`src/rtl/ir_capture_pkg.sv`:
```
// Shared types and default sizes for the IR burst capture block.
package ir_capture_pkg;

    localparam int WIDTH_DEF     = 8;
    localparam int DUR_WIDTH_DEF = 16;

    typedef enum logic [1:0] {
        IDLE  = 2'd0,
        MARK  = 2'd1,
        SPACE = 2'd2
    } state_t;

    typedef struct packed {
        logic                     mark;
        logic [DUR_WIDTH_DEF-1:0] duration;
    } ir_event_t;

endpackage

```
`src/rtl/ir_edge_sync.sv`:
```
// Two-flop synchronizer for the raw IR input followed by a registered
// any-polarity edge detect; the edge pulse lands 3 clocks after the input moves.
module ir_edge_sync (
    input  logic i_clk,
    input  logic i_rst,
    input  logic i_async,
    output logic o_level,
    output logic o_edge
);

    logic r_meta;
    logic r_sync;
    logic r_prev;
    logic r_edge;

    always_ff @(posedge i_clk) begin
        if (i_rst) begin
            r_meta <= 1'b0;
            r_sync <= 1'b0;
            r_prev <= 1'b0;
            r_edge <= 1'b0;
        end else begin
            r_meta <= i_async;
            r_sync <= r_meta;
            r_prev <= r_sync;
            r_edge <= r_sync ^ r_prev;
        end
    end

    assign o_level = r_prev;
    assign o_edge  = r_edge;

endmodule

```
`src/rtl/ir_burst_capture.sv`:
```
// Measures IR mark/space durations and the carrier half-period, and hands
// each mark/space out through a single-entry valid/ready slot.
module ir_burst_capture
    import ir_capture_pkg::*;
#(
    parameter int WIDTH     = WIDTH_DEF,
    parameter int DUR_WIDTH = DUR_WIDTH_DEF
) (
    input  logic                 clock_in,
    input  logic                 reset_in,
    input  logic                 enable_in,
    input  logic                 ir_in,
    input  logic [WIDTH-1:0]     timeout_in,
    input  logic                 clear_overflow_in,
    output logic                 event_valid_out,
    input  logic                 event_ready_in,
    output logic                 event_mark_out,
    output logic [DUR_WIDTH-1:0] event_duration_out,
    output logic [WIDTH-1:0]     carrier_compare_out,
    output logic                 overflow_out
);

    localparam logic [DUR_WIDTH-1:0] DUR_MAX = '1;
    localparam logic [DUR_WIDTH-1:0] DUR_ONE = DUR_WIDTH'(1);
    localparam logic [WIDTH-1:0]     GAP_MAX = '1;
    localparam logic [WIDTH-1:0]     GAP_ONE = WIDTH'(1);

    state_t               r_state, w_state_nx;
    logic [DUR_WIDTH-1:0] r_dur, w_dur_nx, w_dur_inc;
    logic [DUR_WIDTH-1:0] r_last_dur, w_last_dur_nx;
    logic [WIDTH-1:0]     r_gap, w_gap_nx, w_gap_inc;
    logic [WIDTH-1:0]     r_cmp, w_cmp_nx;
    logic                 w_emit, w_emit_mark;
    logic [DUR_WIDTH-1:0] w_emit_dur;
    logic                 r_valid, r_ev_mark, r_overflow;
    logic [DUR_WIDTH-1:0] r_ev_dur;
    logic                 w_edge, w_level_unused, w_accept;

    ir_edge_sync u_edge_sync (
        .i_clk   (clock_in),
        .i_rst   (reset_in),
        .i_async (ir_in),
        .o_level (w_level_unused),
        .o_edge  (w_edge)
    );

    assign w_dur_inc = (r_dur == DUR_MAX) ? r_dur : r_dur + DUR_ONE;
    assign w_gap_inc = (r_gap == GAP_MAX) ? r_gap : r_gap + GAP_ONE;
    assign w_accept  = r_valid & event_ready_in;

    // r_dur / r_gap hold elapsed cycles since their reference edge, so an
    // edge loads 1 for the following cycle and the captured values are exact.
    always_comb begin
        w_state_nx    = r_state;
        w_dur_nx      = r_dur;
        w_last_dur_nx = r_last_dur;
        w_gap_nx      = r_gap;
        w_cmp_nx      = r_cmp;
        w_emit        = 1'b0;
        w_emit_mark   = 1'b0;
        w_emit_dur    = '0;
        if (!enable_in) begin
            w_state_nx    = IDLE;
            w_dur_nx      = '0;
            w_last_dur_nx = '0;
            w_gap_nx      = '0;
        end else begin
            unique case (r_state)
                IDLE: begin
                    w_dur_nx      = '0;
                    w_last_dur_nx = '0;
                    w_gap_nx      = '0;
                    if (w_edge) begin
                        w_state_nx = MARK;
                        w_dur_nx   = DUR_ONE;
                        w_gap_nx   = GAP_ONE;
                    end
                end
                MARK: begin
                    if (w_edge) begin
                        w_last_dur_nx = r_dur;
                        w_cmp_nx      = r_gap - GAP_ONE;
                        w_gap_nx      = GAP_ONE;
                        w_dur_nx      = w_dur_inc;
                    end else if (r_gap >= timeout_in) begin
                        w_emit      = 1'b1;
                        w_emit_mark = 1'b1;
                        w_emit_dur  = r_last_dur;
                        w_state_nx  = SPACE;
                        w_dur_nx    = DUR_WIDTH'(r_gap) + DUR_ONE;
                    end else begin
                        w_dur_nx = w_dur_inc;
                        w_gap_nx = w_gap_inc;
                    end
                end
                SPACE: begin
                    if (w_edge) begin
                        w_emit        = 1'b1;
                        w_emit_dur    = r_dur;
                        w_state_nx    = MARK;
                        w_dur_nx      = DUR_ONE;
                        w_gap_nx      = GAP_ONE;
                        w_last_dur_nx = '0;
                    end else if (r_dur == DUR_MAX) begin
                        w_emit     = 1'b1;
                        w_emit_dur = DUR_MAX;
                        w_state_nx = IDLE;
                        w_dur_nx   = '0;
                        w_gap_nx   = '0;
                    end else begin
                        w_dur_nx = w_dur_inc;
                    end
                end
                default: w_state_nx = IDLE;
            endcase
        end
    end

    always_ff @(posedge clock_in) begin
        if (reset_in) begin
            r_state    <= IDLE;
            r_dur      <= '0;
            r_last_dur <= '0;
            r_gap      <= '0;
            r_cmp      <= '0;
        end else begin
            r_state    <= w_state_nx;
            r_dur      <= w_dur_nx;
            r_last_dur <= w_last_dur_nx;
            r_gap      <= w_gap_nx;
            r_cmp      <= w_cmp_nx;
        end
    end

    // Single output slot: a held, unaccepted event wins over a new one.
    always_ff @(posedge clock_in) begin
        if (reset_in) begin
            r_valid    <= 1'b0;
            r_ev_mark  <= 1'b0;
            r_ev_dur   <= '0;
            r_overflow <= 1'b0;
        end else begin
            if (w_emit && (!r_valid || w_accept)) begin
                r_valid   <= 1'b1;
                r_ev_mark <= w_emit_mark;
                r_ev_dur  <= w_emit_dur;
            end else if (w_accept) begin
                r_valid <= 1'b0;
            end
            if (w_emit && r_valid && !event_ready_in) begin
                r_overflow <= 1'b1;
            end else if (clear_overflow_in) begin
                r_overflow <= 1'b0;
            end
        end
    end

    assign event_valid_out     = r_valid;
    assign event_mark_out      = r_ev_mark;
    assign event_duration_out  = r_ev_dur;
    assign carrier_compare_out = r_cmp;
    assign overflow_out        = r_overflow;

endmodule

```
`config.mk`:
```
export PLATFORM = sky130hd
export DESIGN_NAME = ir_burst_capture
export DESIGN_NICKNAME = d
export VERILOG_FILES = /design/src/rtl/ir_capture_pkg.sv /design/src/rtl/ir_edge_sync.sv /design/src/rtl/ir_burst_capture.sv
export SDC_FILE = /design/constraint.sdc
export NUM_CORES = 1
export LEC_CHECK = 0
export CAP_MARGIN = 20
export CORE_UTILIZATION = 45
export DETAILED_ROUTE_END_ITERATION = 8
export GPL_TIMING_DRIVEN = 0
export PLACE_DENSITY = 0.62
export SETUP_SLACK_MARGIN = 0.2
export SLEW_MARGIN = 20
export SYNTH_ARGS = -nofsm -noshare
export SYNTH_HDL_FRONTEND = slang
export SYNTH_SLANG_ARGS = --single-unit
```
`constraint.sdc`:
```
create_clock -name clock_in -period 8.2 [get_ports clock_in]
set_clock_uncertainty 0.1 [all_clocks]
set_input_delay 1.64 -clock clock_in [delete_from_list [all_inputs] [get_ports clock_in]]
set_output_delay 1.64 -clock clock_in [all_outputs]
set_load 0.03 [all_outputs]
```
# After elaboration in Yosys (flattened, before gate mapping)
# Index checks and enable logic that the tools add are counted.
word_totals:
  reg_bits: 73
  latchBits: 0
  mem_bits_rw: 0
  mem_bits_ro: 0
  input_bits: 14
  out_inout_bits: 27
  word_cells: 89
  n_memories: 0
op_classes:
  n_addsub: 4
  multipliers: 0
  div_mod_pow: 0
  n_lt_le_gt_ge: 1
  eq_ne: 12
  shifts: 0
  muxes: 41
  n_bitwise: 3
  reduce_logical: 15
ops:
  columns: ["operator", "n"]
  rows:
  - ["$mux W16", 12]
  - ["$pmux W16 S3", 2]
  - ["$mux W8", 5]
  - ["$pmux W16 S2", 1]
  - ["$pmux W8 S3", 1]
  - ["$add A16 B1 Y16 const B", 1]
  - ["$eq A16 B16 Y1 const B", 1]
  - ["$mux W1", 13]
  - ["$mux W2", 5]
  - ["$add A8 B1 Y9 const B", 1]
  - ["$ne A3 B2 Y1 const B", 3]
  - ["$add A8 B1 Y8 const B", 1]
  - ["$eq A8 B8 Y1 const B", 1]
  - ["$ge A8 B8 Y1", 1]
  - ["$reduce_and A4 Y1", 2]
  - ["$sub A8 B1 Y8 const B", 1]
  - ["$ne A2 B1 Y1 const B", 3]
  - ["$pmux W2 S3", 1]
  - ["$reduce_and A3 Y1", 2]
  - ["$ne A2 B2 Y1 const B", 2]
  - ["$reduce_bool A2 Y1", 2]
  - ["$logic_and A1 B1 Y1", 3]
  - ["$reduce_bool A3 Y1", 1]
  - ["$eq A2 B1 Y1 const B", 1]
  - ["9 further kinds", 10]

# Depth between registers and ports, before layout
# Gate-level depths: netlist (run 1).
depth:
  ltp_word: 8
  depth_mapped: 10
  mapped_depth_nobuf: 8

# Hierarchy
# Synthesis (run 1) repeated with hierarchy kept, for this count alone.
hier_totals:
  hier_cells: 471
  area_unflattened_um2: 4131.5
by_module_without_submodules:
  columns: ["module", "n_inst", "cells_per_inst", "area_per_inst_um2", "seq_area_each_um2"]
  rows:
  - ["ir_burst_capture", 1, 462, 4020.1, 1381.3]
  - ["ir_edge_sync", 1, 9, 111.4, 80.1]

# Worst setup path after synthesis (run 1)
# OpenSTA, ideal clock, no wires.
synth_path:
  path_kind: "input to register"
  start: "input port timeout_in[0]"
  end: "register r_ev_dur[10], in the netlist event_duration_out[10]"
  setup_time_ns: 0.060
  arrival_ns: 3.656
  t_required_ns: 8.040
  path_slack_ns: 4.384
  stages: 8
  n_path_buf: 1
  cell_sequence: "ha_1 > nand2b_1 > a2111o_1 > a31oi_1 > o21ai_1 > a21oi_1 > buf_2 > a221o_1"
synth_between:
  elab_chain_len: 6
  elab_cells_between_ends: 10
  cone_classes: "order compare: 1; mux: 8; reduce/logical: 1"
synth_lines:
  columns: ["item", "line", "source"]
  rows:
  - ["from (decl)", "ir_burst_capture.sv:13", "input logic [WIDTH-1:0] timeout_in,"]
  - ["$ge A8 B8 Y1 (*)", "ir_burst_capture.sv:85", "end else if (r_gap >= timeout_in) begin"]
  - ["$mux W1", "ir_burst_capture.sv:85", null]
  - ["$mux W1", "ir_burst_capture.sv:80", "if (w_edge) begin"]
  - ["$pmux W1 S2", "ir_burst_capture.sv:68", "unique case (r_state)"]
  - ["$mux W1", "ir_burst_capture.sv:62", "if (!enable_in) begin"]
  - ["$logic_and A1 B1 Y1", "ir_burst_capture.sv:143", "if (w_emit && (!r_valid || w_accept)) begin"]
  - ["to (signal assigned)", "ir_burst_capture.sv:146", "r_ev_dur <= w_emit_dur;"]
  - ["to (decl)", "ir_burst_capture.sv:36", "logic [DUR_WIDTH-1:0] r_ev_dur;"]
# Every way passes the cells marked *; elsewhere a longest branch is shown, timed or not.
# A chain may end at the register's enable or synchronous reset.

# Worst setup path in the final report (run 1)
layout_path:
  start: "input port timeout_in[0]"
  end: "register r_ev_dur[6], in the netlist event_duration_out[6]"
# Same word-level chain as after synthesis.

==> summary.md, run 1 <==
| Metric | Value |
|---|---|
| Die Ht | `95.23 um` |
| Power Density | `approximately 150 nW/um^2` |
| CP max-delay cell | `a21oi_1` |
| Die outline width | `roughly 95 um` |
| Distinct cells, synth | `57` |
| Crit. Startpoint | `timeout_in[0]` |
| Longest Clk Path Bufs | `2` |
| Clock share of power | `between 40 and 50%` |
| Count leader, synth | `dfxtp_1` |
| Clock latency on the worst-skew pair | `0.36 ns` |
| Crit start category | `primary input` |
| Drt drc | `0` |
| Seq pwr share | `between 50% and 60%` |
| F_max | `227.5 MHz` |
| CTS sink count | `73` |
| Slew @ Worst Pin | `around 0.92 ns` |
| Synth warn | `0` |
| Clk pin slew, worst setup/hold paths | `0.08 ns` |
| Routed len/inst | `17.53 um` |
| RSZ-0062 raised after global routing | `false` |
| Root Driver | `clkbuf_8` |
| Fin. max-slew vios | `0` |
| Initial antenna violation count | `0` |
| Crit path cell chain | `clkdlybuf4s50_1 > ha_1 > nand2b_1 > a2111o_1 > a31oi_1 > o21ai_1 > a21oi_1 > buf_2 > a221o_1` |
| Sequential fraction of the synthesis area | `a little under two fifths` |
| Met2 Use GR | `39.35%` |
| EDFF count, synth | `0` |
| Vias/cell | `6.009` |
| CTS resizes | `0` |
| Non-filler cells, final | `633` |
| Syn Std Cell Area | `3911 sq um` |
| CTS tree | `built` |
| Net Sw Frac | `a little under a quarter` |
| Die area | `around 9100 sq um` |
| 1st-iter DRT viols | `between 300 and 400` |
| Buffers on Ports | `39` |
| Total CTS buffers | `9` |
| Post-route minimum period | `4.397 ns` |
| Cell count after synthesis | `474` |
| H-tree depth | `3` |
| Switching power | `between 0.00015 and 0.0002 W` |
| VDD IR max | `~100 uV` |
| Status | `complete, no violations` |
| Power share of the combinational group | `4.5%` |
| Post-DP HPWL | `8240 um` |
| Met3 global-route usage | `4.944%` |
| CP max stage delay | `about 0.51 ns` |
| Drt first pass iters | `5` |
| Core area | `8299 sq um` |
| Share of the synthesized area in the top cell type | `37.36%` |
| Synth cell count leaders | `dfxtp_1 (73), nor2_1 (49), inv_1 (32), clkbuf_1 (31), a21oi_1 (30)` |
| Cell Int Power | `0.0005371 W` |
| Pre-CTS setup slack | `3.417 ns` |
| GR Util All Layers | `26.25%` |
| Area growth syn-to-layout | `18.68%` |
| Critical Path AT | `4.60 ns` |
| Fin nets | `555` |
| MaxCap Viol Count | `0` |
| Ranking of synthesized cells by area | `dfxtp_1 (37%), ha_1 (5.4%), nor2_1 (4.7%), a22oi_1 (4.6%), a21oi_1 (3.8%)` |
| Gr busiest metal | `met2` |
| Setup violators final | `0` |
| Initial Util | `47.13%` |
| Met1 usage | `38.12%` |
| Placed cells | `618` |
| Syn avg cell area | `roughly 8.3 sq um` |
| Final GP Congestion | `0.9656` |
| CP Capture Type | `flip-flop` |
| Setup Buffers After CTS | `0` |
| Pin count of the biggest net entering global routing | `13` |
| Worst min path class | `flip-flop to flip-flop` |
| Slew margin rel. | `38.10%` |
| Yosys reg bits | `between 70 and 80` |
| Critical path required time | `around 8.4 ns` |
| Synth Net Count | `505` |
| Leak Pwr | `1.658 nW` |
| Number of global-route vias before repair | `3437` |
| Worst setup margin | `3.803 ns` |
| Setup TNS | `0 ns` |
| Diodes inserted | `0` |
| First-pass GRT wire length | `between 15000 and 20000 um` |
| Asr flop ratio synth | `0%` |
| Via count | `3804` |
| WL final | `11100 um` |
| CP Class | `primary input to flip-flop` |
| Min-delay src | `u_edge_sync.r_meta` |
| Hold Fails Final Rpt | `0` |
| RR Startpoint | `r_dur[1]` |
| Most used flip-flop cell after synthesis | `dfxtp_1` |
| CP Max Fanout | `10` |
| R2r setup slk | `approximately 4.5 ns` |
| Routed Antenna Nets | `0` |
| Io pins | `41` |
| Share of cells above drive strength 1 | `5.492%` |
| Leading area contributor after synthesis | `dfxtp_1` |
| Row count | `33` |
| Fraction of the cycle the final worst path needs | `53.62%` |
| Fin util | `55.93%` |
| Congestion Overflow GR | `0` |
| Post-CTS Hold Fix Bufs | `0` |
flip-flops by register name, indices dropped and copies added (netlist names):
name	cells
r_state	2
event_duration_out	16
u_edge_sync.r_meta	1
u_edge_sync.r_sync	1
carrier_compare_out	8
r_gap	8
event_mark_out	1
overflow_out	1
r_last_dur	16
event_valid_out	1
u_edge_sync.o_edge	1
r_dur	16
u_edge_sync.o_level	1
power by group through the flow:
stage | Clock (W) | Combinational, W | Sequential, W
after floorplan | 0 | 0.0000178 | 0.000365
after global placement | 0 | 0.0000308 | 0.000365
after detailed placement | 0 | 0.0000313 | 0.000365
after CTS | 0.000317 | 0.0000314 | 0.000356
after global routing | 0.000332 | 0.0000348 | 0.000357
final | 0.000314 | 0.0000315 | 0.000356
stage by stage:
| step | power, W | area (sq um) | hold WS, ns |
|---|---|---|---|
| 2_1_floorplan | 0.0003824 | 3911 | 0.3138 |
| 3_3_place_gp | 0.0003956 | 4433 | 0.3373 |
| 3_5_place_dp | 0.0003960 | 4433 | 0.3342 |
| 4_1_cts | 0.0007050 | 4642 | 0.3634 |
| 5_1_grt | 0.0007234 | 4642 | 0.3810 |
| 6_report | 0.0007017 | 4642 | 0.3570 |
layer usage:
layer | up-vias | share of wire, %
li1 | 1841 | -
met1 | 1783 | 48
met5 | - | 0
met2 | 157 | 43
met3 | 23 | 6.8
met4 | 0 | 1.5
path summary, 6_finish.rpt:
kind / depth (start not counted) / to
setup / recovery: 9 / event_duration_out[6]
setup reg to reg: 9 / event_duration_out[6]
hold / removal: 1 / u_edge_sync.r_sync
hold reg to reg: 1 / u_edge_sync.r_sync
cell usage in the layout (no fill, tap or decap), types with 2 or more instances in the layout:
cell	synthesis	final
a31oi_1	7	7
nor4_1	8	8
a41oi_1	2	2
nand3_1	12	12
o2111ai_1	2	2
buf_6	2	2
nor2_1	49	49
or4_1	2	2
a21oi_1	30	30
o21ai_1	12	12
buf_2	3	3
nand2_1	25	25
a32oi_1	4	4
nand4_1	12	12
o2bb2ai_1	6	6
a221o_1	12	12
a21o_1	2	2
clkbuf_8	0	9
clkdlybuf4s50_1	0	39
a211oi_1	11	11
a32o_1	3	3
a22oi_1	24	24
bufinv_16	0	2
nand2b_1	6	6
mux2i_1	6	6
or3_1	5	5
clkbuf_1	31	32
inv_1	32	32
xor2_1	5	5
dfxtp_1	73	73
ha_1	17	17
nor3_1	10	10
and3_1	8	8
nor2b_1	7	7
o21ai_0	14	14
xnor2_1	8	8
logic make-up after synthesis:
| family | synth area share [%] |
|---|---|
| DFF | 37.36 |
| adders and majority gates | 5.438 |
| AOI/OAI and AO/OA | 26.07 |
| muxes | 1.823 |
| buffers and inverters | 7.294 |
| xor gates and xnor gates | 2.911 |
| and+or+nand+nor | 19.10 |
critical path: cells and delay by family:
family | cells | cell delay [ns]
AOI/OAI and AO/OA | 5 | 1.79
adders and majority gates | 1 | 0.28
buffers and inverters | 2 | 0.73
and+or+nand+nor | 1 | 0.15
area by class of cell:
type / count / area [sq um]
clock buffer: 10 / 127.6
tap: 105 / 131.4
buffer: 38 / 165.2
timing repair buffer: 39 / 390.4
fill: 815 / 3657
multi-input combinational: 331 / 2165
inverter: 32 / 120.1
sequential: 73 / 1461
clock inverter: 5 / 81.33
Power figures use the tool's default switching activity.
==> run 2: changes to the inputs <==
Settings changed: PLACE_DENSITY 0.62 to 0.64.
Clock period 8.2 ns to 4.03 ns, I/O delays scaled along.
==> run 2 against run 1 <==
Setup slack worse by 3.4 ns. Critical path depth unchanged. Hold slack better by 0.0074 ns. Core utilization up 0.18 points. Sequential share of layout area down 0.10 points. Total power up 100%. Wire length up 2.5%. Global-route usage up 0.70 points. Design area up 0.32%. Non-clock buffer count unchanged. Combinational power up 110%. Clock-buffer cell count unchanged. Critical endpoint unchanged. Largest power group unchanged.
==> summary.md, run 2 (synthesis gave the netlist of run 1 again) <==
| Metric | Value |
|---|---|
| RSZ-0062 raised after global routing | `false` |
| CP Capture Type | `flip-flop` |
| Crit. Startpoint | `timeout_in[0]` |
| Setup violators final | `0` |
| CP Class | `primary input to flip-flop` |
| Layout fillers | `781` |
| Fin. max-slew vios | `0` |
| CP max stage delay | `~0.51 ns` |
| Clock latency on the worst-skew pair | `between 0.3 and 0.4 ns` |
| 1st-iter DRT viols | `between 200 and 300` |
| Slew margin rel. | `52.98%` |
| Vias/cell | `~6.0` |
| Setup TNS | `0 ns` |
| Die outline width | `95.23 um` |
| Status | `complete, no violations` |
| Top layer in use | `met4` |
| Root Driver | `clkbuf_8` |
| R2r setup slk | `approximately 0.64 ns` |
| Met1 wire length | `5577 um` |
| Area growth syn-to-layout | `19.07%` |
| Slew @ Worst Pin | `0.7012 ns` |
| Worst path depth | `9` |
| Io pins | `41` |
| Post-route minimum period | `3.589 ns` |
| Drt first pass iters | `5` |
| Hold Fails Final Rpt | `0` |
| RR Startpoint | `r_gap[0]` |
| Clk pin slew, worst setup/hold paths | `0.08 ns` |
| Worst R2R End | `event_duration_out[6]` |
| Leak Pwr | `about 1.7 nW` |
| Fin nets | `555` |
| Die area | `9069 sq um` |
| Total CTS buffers | `9` |
| Share of cells above drive strength 1 | `5.860%` |
| CP top delay family | `compound AO/OA/AOI/OAI gates` |
| CP endpoint | `event_duration_out[6]` |
| Diodes inserted | `0` |
| Post-DP HPWL | `8486 um` |
| Critical path required time | `4.23 ns` |
| F_max | `~280 MHz` |
| Routed Antenna Nets | `0` |
| H-tree depth | `3` |
| Worst min path class | `flip-flop to flip-flop` |
| First-pass GRT wire length | `18540 um` |
| Number of global-route vias before repair | `~3600` |
| WL met3 | `675 um` |
| WL final | `11370 um` |
| Fraction of the cycle the final worst path needs | `89.07%` |
| Initial antenna violation count | `0` |
| Drt drc | `0` |
| Crit path cell chain | `clkdlybuf4s50_1 > ha_1 > nand2b_1 > a2111o_1 > a31oi_1 > o21ai_1 > a21oi_1 > buf_2 > a221o_1` |
| CP max-delay cell | `a21oi_1` |
| Row count | `33` |
| VDD IR max | `168.1 uV` |
| Met2 wire len | `4789 um` |
| Worst hold slack | `about 0.36 ns` |
| MaxCap Viol Count | `0` |
| WP buf/inv | `2` |
| Congestion Overflow GR | `0` |
| Die Ht | `95.23 um` |
| Critical Path AT | `3.79 ns` |
| Core area | `8299 sq um` |
| CTS tree | `built` |
| Reg area | `1461 sq um` |
| R2R depth | `9` |
| Via count | `3829` |
| CTS sink count | `73` |
| Most frequent cells in the layout | `dfxtp_1 (73), nor2_1 (49), clkdlybuf4s50_1 (39)` |
| Multi-input gate area in the final layout | `2171 sq um` |
| Longest Clk Path Bufs | `2` |
| Commonest non-fill, non-tap cell in the layout | `dfxtp_1` |
| Post-CTS Hold Fix Bufs | `0` |
| Pin count of the biggest net entering global routing | `14` |
| Crit start category | `primary input` |
| Power Density | `308.0 nW/um^2` |
| Routed len/inst | `roughly 18 um` |
| Final GP Congestion | `roughly 0.96` |
| CP Max Fanout | `10` |
| Fin util | `56.11%` |
| Buffers on Ports | `39` |
| GR Util All Layers | `26.94%` |
| Initial Util | `47.13%` |
[run 2: per-stage QoR]
stage	setup WS, ns	area, sq um	cells	total power (W)
after floorplan	1.048	3911	474	0.0007780
after global placement	0.06476	4433	618	0.0008055
after detailed placement	0.06263	4433	618	0.0008066
after CTS	0.4266	4651	634	0.001441
after global routing	0.2267	4657	634	0.001480
final	0.4406	4657	634	0.001435
[run 2: cell type report]
cell class,instances,area share (%)
clock inverters,6,1.934
well taps,105,2.821
inverters,32,2.579
multi-input cells,331,46.61
plain buffers,38,3.546
repair buffers,39,8.383
clock buffers,10,2.740
flip-flops and latches,73,31.38
[run 2: report_power, final]
part           internal (W)  switching, W  leakage [nW]
Combinational     0.0000244     0.0000408         0.967
Clock              0.000351      0.000293         0.107
Sequential         0.000723    0.00000222         0.588
[run 2: timing repair]
item                                    4_1_cts  5_1_grt
gates resized for setup                       0        1
endpoints found under the hold margin         0        0
buffers inserted                              0        0
endpoints found under the setup margin        0        6
[run 2: worst min-delay path by stage]
| stage | startpoint | endpoint | slack, ns | cells after the start |
|---|---|---|---|---|
| final | u_edge_sync.r_meta | u_edge_sync.r_sync | 0.36 | 1 |
| after global routing | u_edge_sync.r_meta | u_edge_sync.r_sync | 0.39 | 1 |
| after CTS | u_edge_sync.r_meta | u_edge_sync.r_sync | 0.37 | 1 |
| after detailed placement | event_duration_out[15] | event_duration_out[15] | 0.35 | 1 |
| after global placement | u_edge_sync.r_meta | u_edge_sync.r_sync | 0.35 | 1 |
| after floorplan | u_edge_sync.r_meta | u_edge_sync.r_sync | 0.31 | 1 |
[run 2: layer usage]
layer | global-route usage (%) | up-vias
li1 | - | 1834
met1 | 38.48 | 1837
met2 | 39.40 | 128
met3 | 4.466 | 30
met4 | 11.99 | 0
met5 | 0 | -
==> run 3: changes to the inputs <==
--- a/config.mk
+++ b/config.mk
@@ -7,2 +7,3 @@
 export LEC_CHECK = 0
+export ABC_AREA = 1
 export CAP_MARGIN = 20
@@ -10,3 +11,2 @@
 export DETAILED_ROUTE_END_ITERATION = 8
-export GPL_TIMING_DRIVEN = 0
 export PLACE_DENSITY = 0.64
==> constraint.sdc (replaced) <==
create_clock -name clock_in -period 4.03 [get_ports clock_in]
set_clock_uncertainty 0.1 [all_clocks]
set_input_delay 1.209 -clock clock_in [delete_from_list [all_inputs] [get_ports clock_in]]
set_output_delay 1.209 -clock clock_in [all_outputs]
set_load 0.03 [all_outputs]
==> run 3 against run 2 <==
Design area is 8.0% higher. Largest power group unchanged. Clock-buffer cell count stayed put. Global-route usage is 3.5 points lower. Flip-flop and latch count stayed put. Setup slack better by 0.21 ns. Largest cell class unchanged. Wire length is 3.5% lower. Sequential share of layout area is 2.3 points lower. Highest routed layer unchanged. Cell count is 29% higher. Critical path type unchanged. Die area is 11% higher.
==> summary.md, run 3 <==
| Metric | Value |
|---|---|
| Status | `complete, no violations` |
| Worst R2R End | `r_dur[9]` |
| Core area | `just over 9000 sq um` |
| Leading area contributor after synthesis | `dfxtp_1` |
| Share of cells above drive strength 1 | `under 10%` |
| H-tree depth | `3` |
| Most frequent cells in the layout | `nand2_1 (171), inv_1 (89), nor2_1 (85)` |
| Slew @ Worst Pin | `1.083 ns` |
| Worst hold slack | `0.3173 ns` |
| Share of the synthesized area in the top cell type | `33.56%` |
| Ranking of synthesized cells by area | `dfxtp_1 (34%), nand2_1 (15%), inv_1 (7.7%), nor2_1 (7.3%), ha_1 (4.9%)` |
| Synth cell count leaders | `nand2_1 (171), inv_1 (89), nor2_1 (85), dfxtp_1 (73)` |
| Vias/cell | `5.101` |
| Setup TNS | `0 ns` |
| Fin. max-slew vios | `0` |
| Reg area | `roughly 1500 sq um` |
| Drt drc | `0` |
| Total CTS buffers | `9` |
| Pin count of the biggest net entering global routing | `33` |
| Drt first pass iters | `5` |
| Distinct cells, synth | `38` |
| Clock latency on the worst-skew pair | `~0.36 ns` |
| Worst min path class | `flip-flop to flip-flop` |
| Hold Fails Final Rpt | `0` |
| Crit start category | `primary input` |
| Setup Buffers After CTS | `0` |
| Largest family of logic cells by synthesized area | `simple AND/OR/NAND/NOR gates` |
| VDD IR max | `~130 uV` |
| Die area | `10070 sq um` |
| Multi-input gate area in the final layout | `between 2000 and 2500 sq um` |
| 1st-iter DRT viols | `between 300 and 400` |
| Synth Net Count | `around 700` |
| Congestion Overflow GR | `0` |
| RR Startpoint | `r_state[0]` |
| Synth warn | `0` |
| Root Driver | `clkbuf_8` |
| First-pass GRT wire length | `around 19000 um` |
| MaxCap Viol Count | `0` |
| Critical Path AT | `between 3 and 4 ns` |
| Die Ht | `100.4 um` |
| CP Max Fanout | `26` |
| Synth Area in Simple Gates | `a little over a third` |
| Final GP Congestion | `0.9167` |
| Crit path cell chain | `clkdlybuf4s50_1 > inv_1 > ha_1 > nand2_1 > nor2_1 > nor2_1 > nand2_1 > nand2_1 > nand2_2 > nand3_2 > nand2_4 > nand3_4 > a21oi_1 > nor2_1` |
| Hold Crit Endpoint | `u_edge_sync.r_sync` |
| Routed Antenna Nets | `0` |
| EDFF count, synth | `0` |
| Synth Area in Compound Gates | `roughly 13%` |
| Initial antenna violation count | `0` |
| Cell count after synthesis | `665` |
| Sequential fraction of the synthesis area | `about a third` |
| Synth Area in XOR/XNOR | `2.414%` |
| Hold Path Depth | `2` |
| Fraction of the cycle the final worst path needs | `~84%` |
| Clk pin slew, worst setup/hold paths | `~0.080 ns` |
| Io pins | `41` |
| Longest Clk Path Bufs | `2` |
| Via count | `~4200` |
| Post-route minimum period | `3.384 ns` |
| Placed cells | `804` |
| CTS tree | `built` |
| Leak Pwr | `2.212 nW` |
| WL final | `10970 um` |
| F_max | `295.5 MHz` |
| Routed len/inst | `13.39 um` |
| CP Capture Type | `flip-flop` |
| CTS sink count | `73` |
| Row count | `35` |
| Buffers on Ports | `40` |
| Non-filler cells, final | `about 820` |
| RSZ-0062 raised after global routing | `false` |
| Syn avg cell area | `6.548 sq um` |
| Commonest non-fill, non-tap cell in the layout | `nand2_1` |
| Power Density | `approximately 300 nW/um^2` |
| Post-CTS Hold Fix Bufs | `0` |
| Initial Util | `46.68%` |
| Area growth syn-to-layout | `15.52%` |
| Number of global-route vias before repair | `3811` |
| Min-delay src | `u_edge_sync.r_meta` |
| Critical path required time | `around 4.2 ns` |
| Syn Std Cell Area | `4354 sq um` |
| Diodes inserted | `0` |
| CP max-delay cell | `clkdlybuf4s50_1` |
| Slew margin rel. | `about 28%` |
| Yosys reg bits | `73` |
| CP Class | `primary input to flip-flop` |
| R2r setup slk | `1.29 ns` |
| Count leader, synth | `nand2_1` |
| Layout fillers | `976` |
| Die outline width | `100.4 um` |
| CP max stage delay | `0.45 ns` |
| Multiplexer share of the synthesized area | `0%` |
| Setup violators final | `0` |
| GR Util All Layers | `23.45%` |
| Fin nets | `717` |
| CTS resizes | `0` |
| Post-Synth Adder-Cell Area | `4.885%` |
| Most used flip-flop cell after synthesis | `dfxtp_1` |
| R2R depth | `8` |
| Asr flop ratio synth | `0%` |
| Post-DP HPWL | `7946 um` |
## run 3: cell types whose count changed after synthesis, moves of 11 or more
cell | before | now
nor2_1 | 49 | 85
nand2_1 | 25 | 171
clkbuf_1 | 31 | 10
inv_1 | 32 | 89
a221o_1 | 12 | 0
buf_2 | 3 | 15
o21ai_1 | 12 | 1
nand3_1 | 12 | 40
## run 3: logic make-up after synthesis
group,after synthesis
flops,73
xor+xnor,12
fa+ha+maj,17
simple gates,341
buf+inv,128
compound gates,94
## run 3: critical path, delay by kind of cell
kind	cells	cell delay [ns]
adder cells (fa/ha/maj)	1	0.28
AND/OR/NAND/NOR	10	1.31
AO/OA/AOI/OAI	1	0.23
buffers and inverters	2	0.49
## run 3: area by class of cell
cell class                 instances  share of cell area [%]
multi-input combinational        464                   47.36
tap                              129                   3.209
timing repair buffer              44                   8.557
sequential                        73                   29.05
clock buffer                      10                   2.736
inverter                          94                   7.015
clock inverter                     5                   2.065
## run 3: report_power, final
group	total [W]	switching [W]	internal, W
sequential	0.000728	0.00000444	0.000723
combinational	0.0000737	0.0000464	0.0000274
clock	0.000715	0.000290	0.000425
total	0.00152	0.000341	0.00118
## run 3: stage by stage
| step | total power [W] | area (sq um) | setup slack (ns) | util (%) |
|---|---|---|---|---|
| after floorplan | 0.0007915 | 4354 | 1.191 | - |
| after global placement | 0.0008167 | 4788 | 0.3573 | 51.33 |
| after detailed placement | 0.0008179 | 4788 | 0.2880 | 51.33 |
| after CTS | 0.001527 | 5030 | 0.6487 | 53.92 |
| after global routing | 0.001570 | 5030 | 0.4106 | 53.92 |
| final | 0.001516 | 5030 | 0.6458 | 53.92 |
## run 3: how the worst max path moves through the flow
| stage | depth (start not counted) | start | end | slack (ns) |
|---|---|---|---|---|
| floorplan | 14 | timeout_in[3] | event_duration_out[10] | 1.19 |
| global placement | 16 | timeout_in[3] | event_duration_out[11] | 0.36 |
| detailed placement | 14 | timeout_in[1] | event_duration_out[5] | 0.29 |
| CTS | 14 | timeout_in[1] | event_duration_out[5] | 0.65 |
| global route | 15 | timeout_in[2] | event_duration_out[5] | 0.41 |
| finish | 14 | timeout_in[3] | event_duration_out[5] | 0.65 |
## run 3: layer usage
layer	vias to the layer above	track usage, %	part of all wire, %
met5	-	0	0
met4	0	8.919	1.9
met3	21	2.646	5.0
met2	131	33.46	42
met1	1869	35.75	51
li1	2157	-	-
==> patch 1, RTL diff (flow settings as in run 1) <==
The 3 states of `state_t` get a one-hot encoding in 3 bits.
--- a/src/rtl/ir_capture_pkg.sv
+++ b/src/rtl/ir_capture_pkg.sv
@@ -5,8 +5,8 @@
     localparam int DUR_WIDTH_DEF = 16;
 
-    typedef enum logic [1:0] {
-        IDLE  = 2'd0,
-        MARK  = 2'd1,
-        SPACE = 2'd2
+    typedef enum logic [2:0] {
+        IDLE  = 3'b001,
+        MARK  = 3'b010,
+        SPACE = 3'b100
     } state_t;
 
Function: same outputs for any inputs over 4 cycles, from zero or initial values and one cycle with reset_in high; so few cycles prove little.
==> patch 1 against run 1 <==
- largest power group unchanged
- power shrank 3.2%
- worst setup slack gained 210 ps
- first-iteration DRC count shrank 12%
- cell area shrank 0.59%
- synthesized area shrank 0.54%
- sequential cell count grew 1
- wire length shrank 4.4%
- sequential share of layout area grew 0.62 points
- sequential power grew 1%
==> patch 1: results (changes against run 1) <==
layout cells sized above 1: 8.05% (was 5.49%)
Layout Nets: 543 (was 555)
largest net degree at the start of global routing: 14 (was 13)
vias in the first global route: 3372 (was 3437)
post-synthesis mux area share: 0.515% (was 1.82%)
WP data arrival: 4340 ps (was 4600 ps)
Area contributors post-synth: dfxtp_1 38%, nor2_1 7.5%, o221a_1 4.9%, ha_1 3.9%, a22oi_1 3.7% (was dfxtp_1 37%, ha_1 5.4%, nor2_1 4.7%, a22oi_1 4.6%, a21oi_1 3.8%)
Yosys cell types: 63 (was 57)
root buf cell: clkbuf_8 (unchanged)
first-pass GRT wire length: 17400 um (was 18100 um)
leakage: 0.00164 uW (was 0.00166 uW)
Largest stage delay, worst path: 610 ps (was 510 ps)
register share of total power: 53.2% (was 50.8%)
fill count: 797 (was 815)
drt pass-1 iters: 5 (unchanged)
clock tree buffer depth: 2 (unchanged)
GP Congestion: 0.875 (was 0.966)
vias: 3714 (was 3804)
initial antenna violation count: 0 (unchanged)
critical path's top delay family: compound AO/OA/AOI/OAI gates (unchanged)
top cells by count, synth: 78 x nor2_1, 74 x dfxtp_1, 32 x nand2_1 (was 73 x dfxtp_1, 49 x nor2_1, 32 x inv_1)
status: finished, final reports clean (unchanged)
switching part of the total: 24.4% (was 23.5%)
critical path fanouts, max: 5 (was 10)
synth warn: 0 (unchanged)
Synth Area in Compound Gates: 25.3% (was 26.1%)
aggregate routed wire length: 10600 um (was 11100 um)
Worst VDD drop: 89.4 uV (was 100 uV)
Worst-Margin Slew: 752 ps (was 920 ps)
ys async rst share: 0% (unchanged)
DP Worst Slack: 3670 ps (was 3420 ps)
htree depth: 3 (unchanged)
post-detail-place hpwl: 7790 um (was 8240 um)
Post-CTS Setup Repair Bufs: 0 (unchanged)
clk_lat worst skew: 360 ps (about the same)
Clock group: 284 uW (was 314 uW)
TritonCTS buffer count: 9 (unchanged)
max-slew violations: 0 (unchanged)
DR iter-0 viols: 323 (was 369)
Synth Area in Adders: 3.86% (was 5.44%)
Critical-path top delay cell: a2111oi_1 (was a21oi_1)
XOR/XNOR Fraction of Synth Area: 4.28% (was 2.91%)
CTS resizes: 0 (unchanged)
register area share after synthesis: 38.1% (was 37.4%)
Total GRT Usage: 25.4% (was 26.2%)
IO buf count: 40 (was 39)
Main synth FF type: dfxtp_1 (unchanged)
largest family of logic cells by synthesized area: compound AO/OA/AOI/OAI gates (unchanged)
PwrDens: 147 mW/mm^2 (was 151 mW/mm^2)
HP Class: flip-flop to flip-flop (unchanged)
Mapped Nets: 492 (was 505)
# diodes: 0 (unchanged)
CTS clk-pin slew, worst paths: 80 ps (about the same)
==> patch 1: cell count changes after synthesis, moves of 6 or more <==
cell       change
a21oi_1       -15
clkbuf_1      -10
a221o_1       -11
o2bb2ai_1      -6
nand2_1        +7
nand3_1        +6
o221a_1       +17
inv_1         -18
nor2_1        +29
buf_2          +8
xor2_1         +6
==> patch 1: logic make-up (layout without fill, tap and decap cells) <==
logic type	count (synthesis)	count (layout)
compound gates	129	129
fa+ha+maj	12	12
mux	2	2
buf+inv	50	106
xor+xnor	19	19
simple gates	180	180
flops	74	74
==> patch 1: through the flow <==
step	cell area (um^2)	utilization (%)	std cells
2_1_floorplan	3890	-	466
3_3_place_gp	4420	53.3	611
3_5_place_dp	4420	53.3	611
4_1_cts	4610	55.6	627
5_1_grt	4610	55.6	627
6_report	4610	55.6	627
==> patch 1: path summary, 6_finish.rpt <==
kind	depth (start not counted)	end	slack, ps	startpoint
min	1	u_edge_sync.r_sync	350	u_edge_sync.r_meta
min reg2reg	1	u_edge_sync.r_sync	350	u_edge_sync.r_meta
max reg2reg	8	r_gap[4]	5000	r_gap[0]
max	8	r_gap[4]	4010	timeout_in[0]
==> patch 1: cell type report <==
type | count | area [um^2] | area share, %
inverters | 16 | 60.1 | 1.30
repair buffers | 40 | 400 | 8.68
multi-input cells | 342 | 2200 | 47.7
clock inverters | 7 | 68.8 | 1.49
well taps | 105 | 131 | 2.85
plain buffers | 34 | 149 | 3.23
flip-flops and latches | 74 | 1480 | 32.1
clock buffers | 9 | 124 | 2.68
==> patch 1: per-layer routing <==
metal | wire, um | up-vias | track usage (%)
met5 | 0 | - | 0
met4 | 145 | 0 | 6.31
met3 | 625 | 12 | 5.80
met2 | 4510 | 133 | 37.4
met1 | 5330 | 1751 | 37.0
li1 | - | 1818 | -
==> patch 2, RTL diff (flow settings as in run 1) <==
Made on the original files. Change the package constant `DUR_WIDTH_DEF` from 16 to 32.
--- a/src/rtl/ir_capture_pkg.sv
+++ b/src/rtl/ir_capture_pkg.sv
@@ -3,5 +3,5 @@
 
     localparam int WIDTH_DEF     = 8;
-    localparam int DUR_WIDTH_DEF = 16;
+    localparam int DUR_WIDTH_DEF = 32;
 
     typedef enum logic [1:0] {
Interface: changed (resized event_duration_out); port bits go from 41 to 57. No check against the original RTL was run, so the function may have changed too.
==> patch 2 against run 1 <==
- sequential cell count is 48 higher
- die area rose by 62%
- fmax is 1.0% lower
- via count is 63% higher
- power increased by 100%
- first-iteration DRC count rose by 91%
- largest cell class unchanged
- cell area is 68% higher
- critical path depth up 2
- combinational power up 26%
- synthesized area is 64% higher
- wire length rose by 72%
- worst setup slack worse by 45 ps
- clock power grew to 2.6 times the old value
==> patch 2: results (changes against run 1) <==
status: finished, final reports clean (unchanged)
DR iter-0 viols: 706 (was 369)
largest net degree at the start of global routing: 17 (was 13)
vias: 6186 (was 3804)
fill count: 1282 (was 815)
clk_lat worst skew: 420 ps (was 360 ps)
CTS resizes: 0 (unchanged)
aggregate routed wire length: 19100 um (was 11100 um)
r2r setup slk: 4750 ps (was 4490 ps)
Slew HR: 30.0% (was 38.1%)
met2 GRT Util: 40.6% (was 39.3%)
max cap viols: 0 (unchanged)
register area share after synthesis: 37.8% (was 37.4%)
Total GRT Usage: 27.0% (was 26.2%)
layout cells sized above 1: 8.12% (was 5.49%)
GP Congestion: 0.876 (was 0.966)
post-detail-place hpwl: 14100 um (was 8240 um)
leakage: 0.00254 uW (was 0.00166 uW)
Yosys cell types: 65 (was 57)
met1 GRT Util: 38.3% (was 38.1%)
Worst Setup EP: event_duration_out[1] (was event_duration_out[6])
TritonCTS buffer count: 17 (was 9)
critical path fanouts, max: 10 (unchanged)
reg2reg path depth: 11 (was 9)
Post-CTS Setup Repair Bufs: 0 (unchanged)
root buf cell: clkbuf_16 (was clkbuf_8)
vias in the first global route: 5713 (was 3437)
HP Class: flip-flop to flip-flop (unchanged)
switching power: 310 uW (was 165 uW)
number of synthesized flops with an enable pin: 0 (unchanged)
grt met3 use: 5.73% (was 4.94%)
ys async rst share: 0% (unchanged)
top cells by count, synth: 121 x dfxtp_1, 106 x a21oi_1, 70 x nor2_1 (was 73 x dfxtp_1, 49 x nor2_1, 32 x inv_1)
synth warn: 0 (unchanged)
drt pass-1 iters: 5 (unchanged)
Mapped Nets: 793 (was 505)
initial antenna violation count: 0 (unchanged)
Area contributors post-synth: dfxtp_1 38%, a21oi_1 8.3%, a211oi_1 5.2%, a2bb2oi_1 4.4%, nor2_1 4.1% (was dfxtp_1 37%, ha_1 5.4%, nor2_1 4.7%, a22oi_1 4.6%, a21oi_1 3.8%)
Reg2Reg Launch Point: r_gap[0] (was r_dur[1])
first-pass GRT wire length: 30500 um (was 18100 um)
WP data arrival: 4680 ps (was 4600 ps)
clock tree buffer depth: 2 (unchanged)
Worst VDD drop: 130 uV (was 100 uV)
crit path from: timeout_in[7] (was timeout_in[0])
Layout Nets: 868 (was 555)
IO buf count: 56 (was 39)
htree depth: 4 (was 3)
# diodes: 0 (unchanged)
CTS clk-pin slew, worst paths: 60 ps (was 80 ps)
[patch 2: final cells by class]
| class | instances | area (um^2) | share of cell area [%] |
|---|---|---|---|
| well taps | 180 | 225 | 2.88 |
| clock inverters | 14 | 194 | 2.48 |
| flip-flops and latches | 121 | 2420 | 31.0 |
| clock buffers | 18 | 439 | 5.62 |
| plain buffers | 75 | 349 | 4.46 |
| repair buffers | 56 | 561 | 7.17 |
| inverters | 15 | 56.3 | 0.720 |
| multi-input cells | 551 | 3570 | 45.7 |
[patch 2: per-stage QoR]
step	cell area, um^2	setup slack [ps]	instances	hold WS [ps]
6_report	7820	3760	1030	365
2_1_floorplan	6400	4390	762	314
4_1_cts	7820	3770	1030	373
3_3_place_gp	7190	3440	998	343
3_5_place_dp	7190	3360	998	352
5_1_grt	7820	3570	1030	385
[patch 2: worst min path at each step]
stage	start	end	slack, ps	cells past startpoint
4_1_cts	u_edge_sync.r_meta	u_edge_sync.r_sync	370	1
3_3_place_gp	u_edge_sync.r_meta	u_edge_sync.r_sync	340	1
6_report	u_edge_sync.r_meta	u_edge_sync.r_sync	370	1
2_1_floorplan	u_edge_sync.r_meta	u_edge_sync.r_sync	310	1
5_1_grt	u_edge_sync.r_sync	u_edge_sync.o_level	390	1
3_5_place_dp	u_edge_sync.r_meta	u_edge_sync.r_sync	350	1
[patch 2: cells by family after synthesis]
| group | after synthesis | synth area share [%] |
|---|---|---|
| simple gates | 225 | 18.8 |
| xor+xnor | 21 | 2.87 |
| buf+inv | 90 | 6.33 |
| fa+ha+maj | 17 | 3.32 |
| flops | 121 | 37.8 |
| compound gates | 288 | 30.8 |
[patch 2: critical path, stage by stage]
cell and delay (ps):
clkdlybuf4s50_1 470, inv_1 50, ha_1 310, nand4_1 170, o31a_1 280, buf_2 190, nor2_1 270, clkbuf_1 420
clkbuf_1 450, a2bb2oi_1 170, a211oi_1 250
[patch 2: per-layer routing]
metal | routed length (um) | vias to the layer above
met2 | 8400 | 220
met3 | 1250 | 22
met5 | 0 | -
met1 | 9190 | 2951
li1 | - | 2993
met4 | 253 | 0
[patch 2: power groups by stage]
stage,clock network [uW],registers [uW],logic [uW]
global placement,0,603,38.4
detailed placement,0,603,39.3
finish,801,590,39.6
global route,838,590,43.0
CTS,810,590,39.5
floorplan,0,603,22.6
